File: src/rtl/alu_ctrl_pkg.sv
// alu_ctrl_pkg
// Shared definitions for the ALU control sequencer and its arbiter:
// opcode encodings, sequencer state type and response flag bit positions.
package alu_ctrl_pkg;

  localparam logic [1:0] OP_ADD = 2'b00;
  localparam logic [1:0] OP_SUB = 2'b01;
  localparam logic [1:0] OP_CMP = 2'b10;
  localparam logic [1:0] OP_AND = 2'b11;

  typedef enum logic [1:0] {
    StIdle = 2'b00,
    StExec = 2'b01,
    StResp = 2'b10
  } alu_ctrl_state_t;

  // Bit positions inside the 3-bit response flag word {great, less, eq}.
  localparam int unsigned FLAG_EQ    = 0;
  localparam int unsigned FLAG_LESS  = 1;
  localparam int unsigned FLAG_GREAT = 2;

endpackage

File: src/rtl/alu_ctrl_arbiter_rr_arb2.sv
// rr_arb2
// Two-requester round-robin arbiter. Grant is combinational from the valid
// bits and the priority pointer; the pointer moves to the other requester on
// every accepted grant.
// Ports:
//   clk, rst   clock, synchronous active-high reset
//   req_valid  per-requester valid
//   accept     high when the current grant is being taken this cycle
//   grant      one-hot (or zero) grant
module rr_arb2 (
  input  logic       clk,
  input  logic       rst,
  input  logic [1:0] req_valid,
  input  logic       accept,
  output logic [1:0] grant
);

  logic ptr_q;

  always_comb begin
    grant = 2'b00;
    unique case (req_valid)
      2'b01:   grant = 2'b01;
      2'b10:   grant = 2'b10;
      2'b11:   grant = ptr_q ? 2'b10 : 2'b01;
      default: grant = 2'b00;
    endcase
  end

  // grant[1] is the granted index; priority passes to the other requester.
  always_ff @(posedge clk) begin
    if (rst) begin
      ptr_q <= 1'b0;
    end else if (accept) begin
      ptr_q <= ~grant[1];
    end
  end

endmodule

File: src/rtl/alu_ctrl_arbiter.sv
// alu_ctrl_arbiter
// Sequencer for the clockless 4-bit ALU datapath. Accepts requests from two
// requesters (round-robin), drives the ALU for one execute cycle, captures
// the datapath outputs and returns a tagged response on one channel.
// Ports:
//   clk, rst                 clock, synchronous active-high reset
//   req_valid / req_ready    per-requester handshake (bit i = requester i)
//   req{0,1}_op/_a/_b        opcode and operands per requester
//   rsp_valid / rsp_ready    response handshake
//   rsp_id/rsp_data/rsp_flags response owner, result, {great, less, eq}
//   busy                     state is not idle
//   alu_sel/alu_a/alu_b      datapath drive, zero outside the execute cycle
//   alu_result/alu_answer/alu_eq/alu_less/alu_great  datapath outputs
module alu_ctrl_arbiter
  import alu_ctrl_pkg::*;
(
  input  logic       clk,
  input  logic       rst,
  input  logic [1:0] req_valid,
  output logic [1:0] req_ready,
  input  logic [1:0] req0_op,
  input  logic [3:0] req0_a,
  input  logic [3:0] req0_b,
  input  logic [1:0] req1_op,
  input  logic [3:0] req1_a,
  input  logic [3:0] req1_b,
  output logic       rsp_valid,
  input  logic       rsp_ready,
  output logic       rsp_id,
  output logic [4:0] rsp_data,
  output logic [2:0] rsp_flags,
  output logic       busy,
  output logic [1:0] alu_sel,
  output logic [3:0] alu_a,
  output logic [3:0] alu_b,
  input  logic [4:0] alu_result,
  input  logic [3:0] alu_answer,
  input  logic       alu_eq,
  input  logic       alu_less,
  input  logic       alu_great
);

  alu_ctrl_state_t state_q, state_d;
  logic [1:0] grant;
  logic       accept;
  logic [1:0] op_q;
  logic [3:0] a_q, b_q;
  logic       id_q;
  logic [4:0] rsp_data_q, cap_data;
  logic [2:0] rsp_flags_q, cap_flags;

  rr_arb2 u_arb (
    .clk       (clk),
    .rst       (rst),
    .req_valid (req_valid),
    .accept    (accept),
    .grant     (grant)
  );

  // Ready depends combinationally on valid through the grant.
  assign req_ready = (state_q == StIdle) ? grant : 2'b00;
  assign accept    = |(req_valid & req_ready);

  always_comb begin
    state_d = state_q;
    unique case (state_q)
      StIdle:  if (accept) state_d = StExec;
      StExec:  state_d = StResp;
      StResp:  if (rsp_ready) state_d = StIdle;
      default: state_d = StIdle;
    endcase
  end

  always_ff @(posedge clk) begin
    if (rst) state_q <= StIdle;
    else     state_q <= state_d;
  end

  // Request latch.
  always_ff @(posedge clk) begin
    if (rst) begin
      op_q <= OP_ADD;
      a_q  <= 4'h0;
      b_q  <= 4'h0;
      id_q <= 1'b0;
    end else if (accept) begin
      op_q <= grant[1] ? req1_op : req0_op;
      a_q  <= grant[1] ? req1_a  : req0_a;
      b_q  <= grant[1] ? req1_b  : req0_b;
      id_q <= grant[1];
    end
  end

  // Select the datapath output relevant to the latched opcode.
  always_comb begin
    cap_data  = 5'h00;
    cap_flags = 3'b000;
    unique case (op_q)
      OP_ADD, OP_SUB: cap_data = alu_result;
      OP_CMP: begin
        cap_flags[FLAG_GREAT] = alu_great;
        cap_flags[FLAG_LESS]  = alu_less;
        cap_flags[FLAG_EQ]    = alu_eq;
      end
      OP_AND:  cap_data = {1'b0, alu_answer};
      default: cap_data = 5'h00;
    endcase
  end

  always_ff @(posedge clk) begin
    if (rst) begin
      rsp_data_q  <= 5'h00;
      rsp_flags_q <= 3'b000;
    end else if (state_q == StExec) begin
      rsp_data_q  <= cap_data;
      rsp_flags_q <= cap_flags;
    end
  end

  assign rsp_valid = (state_q == StResp);
  assign rsp_id    = id_q;
  assign rsp_data  = rsp_data_q;
  assign rsp_flags = rsp_flags_q;
  assign busy      = (state_q != StIdle);

  // Datapath held quiescent except during the execute cycle.
  assign alu_sel = (state_q == StExec) ? op_q : 2'b00;
  assign alu_a   = (state_q == StExec) ? a_q  : 4'h0;
  assign alu_b   = (state_q == StExec) ? b_q  : 4'h0;

endmodule

File: config.mk
export PLATFORM = sky130hd
export DESIGN_NAME = alu_ctrl_arbiter
export DESIGN_NICKNAME = d
export VERILOG_FILES = /design/src/rtl/alu_ctrl_pkg.sv /design/src/rtl/alu_ctrl_arbiter_rr_arb2.sv /design/src/rtl/alu_ctrl_arbiter.sv
export SDC_FILE = /design/constraint.sdc
export NUM_CORES = 1
export LEC_CHECK = 0
export ABC_AREA = 1
export BUFFER_PORTS_ARGS = -buffer_cell sky130_fd_sc_hd__buf_2
export CORE_MARGIN = 8
export CORE_UTILIZATION = 35
export CTS_CLUSTER_DIAMETER = 120
export DETAILED_ROUTE_END_ITERATION = 10
export GPL_ROUTABILITY_DRIVEN = 0
export PLACE_DENSITY = 0.65
export SYNTH_ARGS = -nofsm -noshare
export SYNTH_HDL_FRONTEND = slang
export SYNTH_SLANG_ARGS = --single-unit
File: constraint.sdc
create_clock -name clk -period 3.1 [get_ports clk]
set_input_delay 0.155 -clock clk [delete_from_list [all_inputs] [get_ports clk]]
set_output_delay 0.155 -clock clk [all_outputs]
set_load 0.03 [all_outputs]
# ---- Yosys cells after proc, flatten, opt, wreduce, memory -nomap -nowiden
# Index checks and enable logic that the tools add are counted.
# W data, S select, Z words.
dict set report totals {
  input_bits 37
  word_cells 40
  regBits 22
  output_inout_bits 23
}
dict set report op_classes {
  mux 14
  bitwise_logic 2
  n_reduce_logical 6
  eq_ne 10
}
# op n
set ops {}
lappend ops {{$mux W4} 4}
lappend ops {{$mux W2} 6}
lappend ops {{$pmux W2 S3} 2}
lappend ops {{$eq A2 B2 Y1 const B} 5}
lappend ops {{$pmux W5 S2} 1}
lappend ops {{$eq A2 B1 Y1 const B} 3}
lappend ops {{$logic_not A2 Y1} 2}
lappend ops {{$reduce_or A2 Y1} 2}
lappend ops {{$mux W3} 1}
lappend ops {{$and A2 B2 Y2} 1}
lappend ops {{$ne A2 B1 Y1 const B} 1}
lappend ops {{$ne A2 B2 Y1 const B} 1}
lappend ops {{$reduce_and A2 Y1} 1}
lappend ops {{$reduce_bool A2 Y1} 1}
lappend ops {{$not A1 Y1} 1}

# ---- Longest topological paths before layout
dict set report depth {
  ltp_word 7
  depth_mapped 8
  mapped_depth_nobuf 7
}

# ---- By module
# From an unflattened synthesis, not the netlist that was laid out.
dict set report unflattened {
  hier_cells 181
  hier_area_um2 1219.9
}
# mod cells_per_inst seq_area_each_um2 instances area_each_um2
set by_module_without_submodules {}
lappend by_module_without_submodules {alu_ctrl_arbiter 170 420.4 1 1153.6}
lappend by_module_without_submodules {rr_arb2 11 20.0 1 66.3}

# ---- Least setup slack after synthesis
# Ideal clock, no wire load.
dict set report synth_timing {
  kind {reg-to-output}
  start {reg state_q[0]}
  end {out alu_a[0]}
  n_path_buf 1
  required_time_ns 2.945
  arrival_time_ns 1.084
  path_slack_ns 1.861
  stages_incl_launch_ff 4
  cell_sequence {dfxtp_1 -> nand2_2 -> buf_2 -> nor2_1}
}
dict set report synth_between {
  elab_chain_cells 2
}
# item line_no
set synth_lines {}
lappend synth_lines {{start: declaration} alu_ctrl_arbiter.sv:43} ;# alu_ctrl_state_t state_q, state_d;
lappend synth_lines {{start signal: assignment} alu_ctrl_arbiter.sv:75} ;# if (rst) state_q <= StIdle;
lappend synth_lines {{start signal: assignment} alu_ctrl_arbiter.sv:76} ;# else state_q <= state_d;
lappend synth_lines {{$eq A2 B1 Y1} alu_ctrl_arbiter.sv:128} ;# assign alu_a = (state_q == StExec) ? a_q : 4'h0;
lappend synth_lines {{$mux W4} alu_ctrl_arbiter.sv:128}
lappend synth_lines {{end: declaration} alu_ctrl_arbiter.sv:34} ;# output logic [3:0] alu_a,
# Every way passes these cells.

# ---- Worst setup path in the final report
dict set report layout_timing {
  start {reg u_arb.ptr_q}
  end {out req_ready[1]}
}
dict set report layout_between {
  elab_chain_cells 3
}
# item line_no
set layout_lines {}
lappend layout_lines {{start: declaration} alu_ctrl_arbiter_rr_arb2.sv:18} ;# logic ptr_q;
lappend layout_lines {{start signal: assignment} alu_ctrl_arbiter_rr_arb2.sv:35} ;# ptr_q <= ~grant[1];
lappend layout_lines {{$mux W2} alu_ctrl_arbiter_rr_arb2.sv:25} ;# 2'b11: grant = ptr_q ? 2'b10 : 2'b01;
lappend layout_lines {{$pmux W2 S3} alu_ctrl_arbiter_rr_arb2.sv:22} ;# unique case (req_valid)
lappend layout_lines {{$mux W2} alu_ctrl_arbiter.sv:61} ;# assign req_ready = (state_q == StIdle) ? grant : 2'b00;
lappend layout_lines {{end: declaration} alu_ctrl_arbiter.sv:20} ;# output logic [1:0] req_ready,
# Every way passes these cells.

==> results.yml <==
global_route:
  antenna_found_initial: 0
  overflow: 0
  grt_pass1_wl_um: 4800
  grt_max_degree: 18
  grt_usage_pct: 11.4
  grt_pass1_vias: 1053
timing:
  rsz0062_at_grt: "false"
  finalHoldViolations: 0
  setup_tns_ps: 0
  setup_violations: 0
  relSlewSlack_pct: 67.1
  max_freq_mhz: 538
  whs_ps: 101
  period_share_pct: 60.0
  layout_min_cycle_time_ps: 1860
  skew_ps: 5.78
  report.final.slew_viol_count: 0
  worst_slew_pin_slew_ps: 492
worst_setup_path:
  crit_top_cell: "nand2_1"
  required_ps: 2940
  reg2reg_from: "u_arb.ptr_q"
  ff2ff_path_depth: 6
  worstPathCellList: "nand2_1 -> nand2_1 -> nand3_1 -> inv_1 -> buf_2"
  cp-end-kind: "output pin"
  critPathKind: "flop to output pin"
  max_stage_delay_ps: 360
  cp_num_buf_inv: 2
  setup.worst_path.start_class: "flop"
  arrival_ps: 1700
  r2r_setup_slack_ps: 1640
  path_max_fanout: 12
  cp_slowest_cell: "nand3_1"
  rr_endpoint: "b_q[1]"
  critPathTopFamily: "simple AND/OR/NAND/NOR gates"
clock_network:
  numCtsBuffers: 3
  cts_tree: "built"
  cts.sinks: 22
  cts_hold_buf: 0
  clk_pin_slew_ps: 120
  clk-insertion-delay-late_ps: 300
  cts_root_buf: "clkbuf_4"
  post-cts-setup-buffer-count: 0
  ctsHtreeMaxLevel: 1
  cts_resized: 0
  cts_buffer_depth: 2
synth:
  syn_area_per_cell_um2: 6.33
  yosysWarnings: 0
  netlist_instances: 176
  syn_area_mm2: 0.00111
  synth_top_area_share_pct: 39.6
  synth-seq-cells: 22
  syn_nets: 213
  synth-seq-area-share_pct: 39.6
  synth_area_leaders: "dfxtp_1 40%, nor2_1 14%, nand2_1 11%"
  synth_top_area_cell: "dfxtp_1"
  synth.distinct_cells: 14
power_and_ir_drop:
  power.density_mw_per_mm2: 470
  switchingPower_uw: 230
  clockPowerShare_pct: 22.5
  internal-power_uw: 448
  p_leak_nw: 0.815
  worst_ir_drop_vdd_v: 0.000176
  switching_share_pct: 34.0
  seq_power_share_pct: 48.2
  power.share.combinational_pct: 29.4
die:
  io_pins: 60
  floorplan.rows: 20
  initial_core_util_pct: 36.5
  die-area_mm2: 0.00524
  core_area_mm2: 0.00305
  die_w_um: 72.4
  die_height_um: 72.4
layout:
  finalNetCount: 268
  fillCellCount: 352
  drive_above_1_share_pct: 28.3
  layout_commonest_cell: "buf_2"
  final_cell_mix: "59 x buf_2, 42 x nor2_1, 33 x nand2_1"
  synthToLayoutAreaGrowth_pct: 29.4
  design_area_mm2: 0.00144
  num_antenna_cells: 0
route:
  dr_wl_met3_um: 69
  dr.pass1.iters: 4
  drt-initial-drc-count: 66
  dr_wl_met2_um: 1540
  antenna_left: 0
  top_layer: "met4"
  drt-vias-per-instance: 4.28
  wl_met1_um: 1350
  vias: 1173
  drcViolationCount: 0
  totalWireLength_um: 3000
  wl_per_cell_um: 10.9
flow_run:
  maxCapViolations: 0
place:
  dp.final_hpwl_um: 2370
  io_buffers: 59
  placed_cell_area_mm2: 0.00141
min_path:
  holdPathStages: 3
  min_to: "rsp_data[2]"
  hold_start: "alu_answer[2]"
  hold_class: "primary input to flop"
status:
  status: "finished clean"
==> area by class of cell <==
class	instances	area (um^2)	area share (%)
Clock buffer	4	36.3	2.52
Inverter	30	113	7.81
Multi-Input combinational cell	115	502	34.8
Sequential cell	22	440	30.6
Tap cell	44	55.1	3.82
Timing Repair Buffer	59	295	20.5
==> layer usage <==
metal	global-route usage, %	up-vias
met5	0	-
met4	5.33	0
met3	1.65	2
met2	20.0	19
met1	13.3	500
li1	-	652
==> worst reg2reg max path: stages, from the launching register on <==
cell and delay (ps):
dfxtp_1 350, nand2_1 240, nand2_1 130, nand3_1 360, nor2_1 200, nor2_1 50
nor2_1 80
==> through the flow <==
stage | cells | setup slack [ps] | power [mW] | util (%)
after floorplan | 176 | 1860 | 0.479 | -
after global placement | 270 | 1630 | 0.533 | 46.0
after detailed placement | 270 | 1580 | 0.535 | 46.0
after CTS | 274 | 1230 | 0.689 | 47.2
after global routing | 274 | 1030 | 0.727 | 47.2
final | 274 | 1240 | 0.678 | 47.2
==> sequential cells by signal, summed over array words and instances, names as in the netlist <==
signal,cells
a_q,4
b_q,4
op_q,2
rsp_data,5
rsp_flags,3
rsp_id,1
state_q,2
u_arb.ptr_q,1
==> cells in the mapped netlist <==
library cell	n
buf_2	5
o21ai_0	7
dfxtp_1	22
nand4_1	10
nand3_1	6
clkbuf_1	1
nor2_4	1
a21oi_1	15
nand2_2	1
buf_6	2
nand2_1	33
buf_4	1
inv_1	30
nor2_1	42
==> how the worst max path moves through the flow <==
stage	start	end	cells past startpoint
6_report	u_arb.ptr_q	req_ready[1]	5
5_1_grt	state_q[1]	req_ready[1]	4
4_1_cts	state_q[1]	req_ready[1]	4
3_5_place_dp	state_q[1]	req_ready[1]	4
3_3_place_gp	state_q[0]	req_ready[1]	4
2_1_floorplan	state_q[0]	alu_a[0]	3
==> cells by family after synthesis <==
family	after synthesis	synth area share, %
flip-flops	22	39.6
AND/OR/NAND/NOR	93	35.2
AO/OA/AOI/OAI	22	9.89
buffers and inverters	39	15.4
==> power groups by stage <==
stage / registers, mW / clock network [mW] / logic, mW
CTS: 0.327 / 0.161 / 0.202
finish: 0.326 / 0.152 / 0.199
global placement: 0.332 / 0 / 0.201
detailed placement: 0.333 / 0 / 0.202
floorplan: 0.353 / 0 / 0.126
global route: 0.330 / 0.174 / 0.223
Note: power is estimated with default switching activity, not from simulation.
